File: src/rtl/uart_fifo_pkg.sv
// Shared UART FIFO definitions: full-policy modes, default sizes
// and the per-cycle operation code used by the FIFO control.
package uart_fifo_pkg;

   localparam int FIFO_MODE_OVERWRITE = 1;
   localparam int FIFO_MODE_REJECT    = 0;

   localparam int FIFO_DATA_WIDTH = 8;
   localparam int FIFO_ADDR_BITS  = 4;

   typedef enum logic [3:0] {
      OP_IDLE,
      OP_FLUSH,
      OP_PUSH,
      OP_PUSHU,
      OP_POP,
      OP_XFER,
      OP_OVWR,
      OP_DROP,
      OP_UFLW
   } fifo_op_t;

endpackage

File: src/rtl/uart_fifo_ram.sv
// Simple dual-port word array: synchronous write, asynchronous read.
// Ports: clock, we/waddr/wdata (write), raddr -> rdata (read).
module uart_fifo_ram #(
   parameter int DATA_WIDTH = 8,
   parameter int ADDR_BITS  = 4
) (
   input  logic                  clock,
   input  logic                  we,
   input  logic [ADDR_BITS-1:0]  waddr,
   input  logic [DATA_WIDTH-1:0] wdata,
   input  logic [ADDR_BITS-1:0]  raddr,
   output logic [DATA_WIDTH-1:0] rdata
);

   logic [DATA_WIDTH-1:0] mem [2**ADDR_BITS];

   always_ff @(posedge clock) begin
      if (we) mem[waddr] <= wdata;
   end

   assign rdata = mem[raddr];

endmodule

File: src/rtl/uart_fifo_param.sv
// Parametrised FWFT byte FIFO between UART engines and the datapath.
// Ports: clock/reset, flush, wr_en/wr_data, rd_en, clear_errors;
// rd_data (head), empty/full/almost_*, level, sticky overflow/underflow.
module uart_fifo_param
   import uart_fifo_pkg::*;
#(
   parameter int DATA_WIDTH = FIFO_DATA_WIDTH,
   parameter int ADDR_BITS  = FIFO_ADDR_BITS,
   parameter int OVERWRITE  = FIFO_MODE_OVERWRITE,
   parameter int AF_LEVEL   = (2**ADDR_BITS) - 2,
   parameter int AE_LEVEL   = 2
) (
   input  logic                  clock,
   input  logic                  reset,
   input  logic                  flush,
   input  logic                  wr_en,
   input  logic [DATA_WIDTH-1:0] wr_data,
   input  logic                  rd_en,
   input  logic                  clear_errors,
   output logic [DATA_WIDTH-1:0] rd_data,
   output logic                  empty,
   output logic                  full,
   output logic                  almost_empty,
   output logic                  almost_full,
   output logic [ADDR_BITS:0]    level,
   output logic                  overflow,
   output logic                  underflow
);

   localparam int LW = ADDR_BITS + 1;
   localparam logic [LW-1:0] DEPTH_L = LW'(2**ADDR_BITS);
   localparam logic [LW-1:0] AF_L    = LW'(AF_LEVEL);
   localparam logic [LW-1:0] AE_L    = LW'(AE_LEVEL);
   localparam bit OVW = (OVERWRITE == FIFO_MODE_OVERWRITE);

   logic [ADDR_BITS-1:0] wr_ptr;
   logic [ADDR_BITS-1:0] rd_ptr;
   fifo_op_t             op;
   logic                 ram_we;
   logic                 rd_inc;
   logic                 ovf_evt;
   logic                 udf_evt;

   assign empty        = (level == '0);
   assign full         = (level == DEPTH_L);
   assign almost_empty = (level <= AE_L);
   assign almost_full  = (level >= AF_L);

   // Items are kept mutually exclusive so flush priority is explicit.
   always_comb begin
      op = OP_IDLE;
      unique case (1'b1)
         flush:
            op = OP_FLUSH;
         !flush && wr_en && rd_en:
            op = empty ? OP_PUSHU : OP_XFER;
         !flush && wr_en && !rd_en:
            op = !full ? OP_PUSH : (OVW ? OP_OVWR : OP_DROP);
         !flush && !wr_en && rd_en:
            op = empty ? OP_UFLW : OP_POP;
         default:
            op = OP_IDLE;
      endcase
   end

   assign ram_we  = (op == OP_PUSH) || (op == OP_PUSHU) ||
                    (op == OP_XFER) || (op == OP_OVWR);
   assign rd_inc  = (op == OP_POP) || (op == OP_XFER) ||
                    (op == OP_OVWR);
   assign ovf_evt = (op == OP_OVWR) || (op == OP_DROP);
   assign udf_evt = (op == OP_UFLW) || (op == OP_PUSHU);

   always_ff @(posedge clock or posedge reset) begin
      if (reset) begin
         wr_ptr <= '0;
         rd_ptr <= '0;
         level  <= '0;
      end else if (op == OP_FLUSH) begin
         wr_ptr <= '0;
         rd_ptr <= '0;
         level  <= '0;
      end else begin
         if (ram_we) wr_ptr <= wr_ptr + 1'b1;
         if (rd_inc) rd_ptr <= rd_ptr + 1'b1;
         if (op == OP_PUSH || op == OP_PUSHU)
            level <= level + 1'b1;
         else if (op == OP_POP)
            level <= level - 1'b1;
      end
   end

   // A fresh error in the clearing cycle keeps the flag set.
   always_ff @(posedge clock or posedge reset) begin
      if (reset) begin
         overflow  <= 1'b0;
         underflow <= 1'b0;
      end else begin
         if (ovf_evt)           overflow  <= 1'b1;
         else if (clear_errors) overflow  <= 1'b0;
         if (udf_evt)           underflow <= 1'b1;
         else if (clear_errors) underflow <= 1'b0;
      end
   end

   uart_fifo_ram #(
      .DATA_WIDTH (DATA_WIDTH),
      .ADDR_BITS  (ADDR_BITS)
   ) u_ram (
      .clock (clock),
      .we    (ram_we),
      .waddr (wr_ptr),
      .wdata (wr_data),
      .raddr (rd_ptr),
      .rdata (rd_data)
   );

endmodule

File: config.mk
export PLATFORM = sky130hd
export DESIGN_NAME = uart_fifo_param
export DESIGN_NICKNAME = d
export VERILOG_FILES = /design/src/rtl/uart_fifo_pkg.sv /design/src/rtl/uart_fifo_ram.sv /design/src/rtl/uart_fifo_param.sv
export SDC_FILE = /design/constraint.sdc
export NUM_CORES = 1
export LEC_CHECK = 0
export CAP_MARGIN = 20
export CORE_MARGIN = 3
export CORE_UTILIZATION = 30
export CTS_CLUSTER_DIAMETER = 100
export CTS_CLUSTER_SIZE = 14
export DETAILED_ROUTE_END_ITERATION = 8
export PLACE_DENSITY = 0.49
export SLEW_MARGIN = 20
export SYNTH_ARGS = -nofsm -noshare
export SYNTH_HDL_FRONTEND = slang
export SYNTH_SLANG_ARGS = --single-unit
File: constraint.sdc
create_clock -name clock -period 4.4 [get_ports clock]
set_input_delay 0.88 -clock clock [delete_from_list [all_inputs] [get_ports clock]]
set_output_delay 0.88 -clock clock [all_outputs]
set_load 0.02 [all_outputs]
==> flow_summary.ini, run 1 <==
[timing]
slew_headroom_pct = 45.19
worstMarginPinSlew_ns = 0.8221
skew_ns = 0.006572
setup_viol = 0
final.setup.worst_slack_ns = 0.5684
slew_viol_final = 0
min_period_ns = 3.832
fin_crit_sh_pct = 87.08
hold_violations = 0
rsz0062_at_grt = no
max_freq_mhz = 261.0
tns_ns = 0

[critical_path]
worstPathArrival_ns = 2.95
start_kind = register
max_stage_delay_ns = 0.64
slowest_stage = dfrtp_2
cp_cell_sequence = buf_4 -> mux4_2 -> mux4_2 -> clkdlybuf4s50_1
worstPathMaxFanout = 13
cpLargestDelayFamily = multiplexers
worstPathRequired_ns = 3.52
reg2reg_slack_ns = 1.50
worstSetupPathType = register to output port
critical_path_buf_inv_count = 2
end_kind = output port
critPathMostFrequentCell = mux4_2

[clocking]
htree_levels = 4
cts_root_buffer = clkbuf_16
hold_buffers = 0
cts_buffers = 17
cts_tree = built
clk_latency_ns = 0.42
cts_sinks = 143
path_clk_slew_ns = 0.05
clockBufferDepth = 2
cts_setup_buffers = 0
cts_resized = 0

[power]
powerDensity_nw_per_um2 = 515.6
fin_total_pwr_w = 0.003709
max-vdd-ir-drop_mv = 0.2203
power_leakage_nw = 2.301

[final_layout]
layout-drive-gt1-share_pct = 21.47
nets = 376
n_antenna_cell = 0
fillers = 1844
design_area_um2 = 7193
syn_to_final_growth_pct = 20.32

[synth]
synth_edf_count = 128
synth.avg_cell_area_um2 = 19.04
syn_nets = 335
async_reset_ff_share_pct = 10.49
ys_types = 50
synthFlopType = edfxtp_1
synth.yosys.seq_area_share_pct = 70.57
synth_cells = 314
synth_seq_cells = 143
synth_area_um2 = 5978
yosysWarnings = 0

[drt]
wl_per_cell_um = 20.82
dr_wl_met2_mm = 6.423
viasPerCell = 4.796
wl_met3_um = 570
vias = 3036
routed.top_layer = met4
first_pass_iters = 4
drc_errors = 0
wl_met1_mm = 5.995
wirelength_mm = 13.18
final_antenna_net_count = 0
drt-initial-drc-count = 177

[placement]
gp_congestion = 0.7025
pre_cts_ws_ns = 0.7404
io_buffers = 32
placed_cell_area_um2 = 6613
hpwlAfterDp_mm = 8.250

[die]
die_area_um2 = 21660
fp.dieH_um = 147.2
start_util_pct = 30.62
io_pins = 33
dieWidth_um = 147.2
core_area_um2 = 19530
rows = 51

[global_route]
grt_pass1_wl_mm = 20.11
grt_antenna_before_repair = 0
grt_pass1_vias = 3186
grt_max_degree = 23
overflow = 0
grt_usage_pct = 12.89

[flow_run]
drv_cap = 0

[min_path]
hp-class = register to register

[run_status]
status = finished clean
[registers in the layout (all words and copies together), names as in the netlist]
name       count
rd_ptr         4
wr_ptr         4
overflow       1
u_ram.mem    128
underflow      1
level          5
[stage by stage]
stage,hold slack [ns],util (%),std cells
finish,0.5021,36.84,633
global route,0.5303,36.84,633
CTS,0.5132,36.84,633
detailed placement,0.5010,33.87,601
global placement,0.4809,33.87,601
floorplan,0.5529,-,314
[cell usage in the layout (no fill, tap or decap), drive strengths merged, types with 6 or more instances in the layout]
cell / synthesis / final
inv: 7 / 7
nor2: 11 / 11
o21ai: 7 / 7
clkbuf: 9 / 20
ha: 7 / 7
and2: 16 / 16
buf: 7 / 6
mux4: 40 / 40
clkinv: 0 / 7
dfrtp: 15 / 15
edfxtp: 128 / 128
clkdlybuf4s50: 0 / 32
[final cells by class]
class	instances	area, um2	area share, %
Tap cell	265	331.6	4.609
Multi-Input combinational cell	148	1657	23.03
Inverter	7	26.28	0.3653
Clock buffer	20	436.7	6.071
Clock inverter	12	143.9	2.000
Timing Repair Buffer	38	377.9	5.253
Sequential cell	143	4220	58.67
[Yosys cell counts (2+ instances only)]
library cell  number  area share, %
a21oi_1            5           0.42
and2_1            16            1.7
buf_2              4           0.33
clkbuf_1           9           0.57
dfrtp_1           15            6.3
edfxtp_1         128             64
ha_1               7            1.5
inv_1              7           0.44
mux2i_1            4           0.67
mux4_2            40             15
nand2_1            5           0.31
nand2b_1           2           0.21
nand3_1            5           0.42
nand4_1            2           0.21
nor2_1            11           0.69
nor2b_1            4           0.42
nor3_1             3           0.25
nor3b_1            3           0.38
o21ai_0            7           0.59
o311ai_0           2           0.29
or3_1              3           0.31
xnor2_1            2           0.29
xor2_1             3           0.44
[power by group]
part	switching [W]	internal, W
logic	0.000342	0.000362
registers	0.0000764	0.00151
clock network	0.000529	0.000884
[path summary, 6_finish.rpt]
kind / from / end / cells after the start
setup / recovery: rd_ptr[0]$_DFFE_PP0P_ / rd_data[1] / 4
hold / removal: underflow$_DFFE_PP0P_ / underflow$_DFFE_PP0P_ / 1
setup reg to reg: level[1]$_DFFE_PP0P_ / level[4]$_DFFE_PP0P_ / 8
hold reg to reg: underflow$_DFFE_PP0P_ / underflow$_DFFE_PP0P_ / 1
max in group asynchronous: reset / rd_ptr[0]$_DFFE_PP0P_ / 2
min in group asynchronous: reset / level[2]$_DFFE_PP0P_ / 2
[per-layer routing]
metal / vias up / GRT usage [%]
li1: 1363 / -
met1: 1582 / 17.43
met3: 16 / 3.300
met4: 0 / 4.660
met5: - / 0
met2: 75 / 20.30
[cells by family after synthesis]
logic type	synth area share (%)
adder cells (fa/ha/maj)	1.465
AND/OR/NAND/NOR	6.425
XOR/XNOR	0.7327
multiplexers	16.16
flip-flops	70.57
AO/OA/AOI/OAI	2.930
buffers and inverters	1.716
(Power assumes the default switching activity.)
==> inputs of run 2 (changes only) <==
Settings changed: SETUP_SLACK_MARGIN set to 0.05.
==> results of run 2 <==
Final layout, timing and power as in run 1 (identical DEF).
==> inputs of run 3 (changes only) <==
Settings changed: HOLD_SLACK_MARGIN set to 0.05.
Clock period 4.4 ns to 4 ns, I/O delays scaled along.
==> flow_summary.ini, run 3 (synthesis gave the netlist of run 1 again) <==
[run_status]
status = finished clean

[timing]
whs_ns = 0.5022
fin_crit_sh_pct = 92.67
slew_headroom_pct = 48.03
max_freq_mhz = 269.8
rsz0062_at_grt = no
min_period_ns = 3.707
hold_violations = 0
setup_viol = 0
worstMarginPinSlew_ns = 0.7795
final.setup.worst_slack_ns = 0.2930
skew_ns = 0.005506
slew_viol_final = 0
tns_ns = 0

[drt]
first_pass_iters = 5
drc_errors = 0
wirelength_mm = 13.45
wl_per_cell_um = 21.29
drt-initial-drc-count = 194
final_antenna_net_count = 0
vias = 3068
viasPerCell = 4.854

[final_layout]
fillers = 1822
nets = 374
largest_register = u_ram.mem
seq_area_um2 = 4223
largestRegisters = u_ram.mem x128, level x5
multi_input_area_um2 = 1657
layout-drive-gt1-share_pct = 21.86
syn_to_final_growth_pct = 20.80
largest_reg_flops = 128
layout_commonest_cell = edfxtp_1
final_cells = 632
final_cell_mix = edfxtp_1, mux4_2, clkdlybuf4s50_1

[clocking]
cts_root_buffer = clkbuf_16
clk_latency_ns = 0.41
htree_levels = 4
hold_buffers = 0
cts_buffers = 17
cts_tree = built
cts_sinks = 143
clockBufferDepth = 2
path_clk_slew_ns = 0.06

[critical_path]
critPathMostFrequentCell = mux4_2
cpLargestDelayFamily = multiplexers
worstReg2RegStart = level[0]$_DFFE_PP0P_
worstPathArrival_ns = 2.91
worstPathMaxFanout = 20
slowest_stage = dfrtp_4
worstPathRequired_ns = 3.20
reg2reg_slack_ns = 1.17
end_kind = output port
critical_path_buf_inv_count = 2
worstSetupPathType = register to output port
max_stage_delay_ns = 0.62
cp.depth = 4
reg2reg_to = level[4]$_DFFE_PP0P_
reg2reg_depth = 8
start_kind = register
cp_cell_sequence = buf_12 -> mux4_2 -> mux4_2 -> clkdlybuf4s50_1

[die]
fp.dieH_um = 147.2
dieWidth_um = 147.2
rows = 51
die_area_um2 = 21660
core_area_um2 = 19530
start_util_pct = 30.62
io_pins = 33

[global_route]
grt_pass1_wl_mm = 20.81
grt_pass1_vias = 3323
grt_antenna_before_repair = 1
grt_usage_pct = 13.23
overflow = 0
grt_max_degree = 36

[min_path]
hold_depth = 1
min-delay-start = underflow$_DFFE_PP0P_
worstHoldEndpoint = underflow$_DFFE_PP0P_
hp-class = register to register

[placement]
pre_cts_ws_ns = 0.5491
io_buffers = 32
gp_congestion = 0.7256
placed_cells = 599
hpwlAfterDp_mm = 8.191

[flow_run]
drv_cap = 0

[power]
power_leakage_nw = 2.305
powerDensity_nw_per_um2 = 576.3
max-vdd-ir-drop_mv = 0.2421
-- run 3: cell types whose count changed in the layout (fill, tap and decap cells not counted), sizes merged --
| cell | previous run | this run |
|---|---|---|
| inv | 7 | 9 |
| bufinv | 3 | 4 |
| clkinvlp | 2 | 3 |
| buf | 6 | 4 |
| clkinv | 7 | 5 |
| diode | 0 | 1 |
| clkbuf | 20 | 18 |
-- run 3: area by class of cell --
type	instances	area share (%)
sequential	143	58.47
multi-input combinational	148	22.94
clock buffer	18	5.942
timing repair buffer	36	5.024
tap	265	4.591
clock inverter	14	2.633
inverter	7	0.3638
antenna	1	0.03465
-- run 3: worst max path at each step --
stage                          startpoint              endpoint  slack [ns]
floorplan           rd_ptr[0]$_DFFE_PP0P_            rd_data[7]        1.29
global placement    rd_ptr[0]$_DFFE_PP0P_            rd_data[7]        0.56
detailed placement                  flush  level[4]$_DFFE_PP0P_        0.55
CTS                 rd_ptr[0]$_DFFE_PP0P_            rd_data[7]         0.1
global route        rd_ptr[0]$_DFFE_PP0P_            rd_data[7]        0.15
finish              rd_ptr[0]$_DFFE_PP0P_            rd_data[7]        0.29
-- run 3: worst reg2reg max path, cell delays in order, from the launching register on --
cell	delay [ns]
dfrtp_1	0.51
nor4_4	0.51
mux2i_2	0.56
xor2_1	0.14
ha_1	0.27
o31a_1	0.28
o21ai_0	0.16
mux2i_1	0.09
nand4b_1	0.19
-- run 3: repair_timing --
action,4_1_cts,5_1_grt
endpoints found under the setup margin,0,5
buffers inserted,0,0
resized for setup,0,1
endpoints found under the hold margin,0,0
-- run 3: routing by layer --
layer / GRT usage, % / up-vias / share of wire [%]
li1: - / 1363 / -
met1: 16.65 / 1620 / 41
met2: 21.96 / 77 / 52
met3: 3.886 / 8 / 6.2
met4: 4.567 / 0 / 0.85
met5: 0 / - / 0
-- run 3: where the power goes --
part           internal (W)  total, W  leakage (nW)  switching [W]
logic              0.000391  0.000763         0.659       0.000371
registers           0.00167   0.00175          1.35      0.0000867
clock network       0.00104   0.00165         0.292       0.000603
total               0.00310   0.00416          2.31        0.00106
-- run 3: through the flow --
stage	instance area (um2)	total power [W]	util, %
after floorplan	5978	0.002280	-
after global placement	6598	0.002538	33.79
after detailed placement	6598	0.002554	33.79
after CTS	7217	0.004214	36.96
after global routing	7222	0.004354	36.99
final	7222	0.004162	36.99
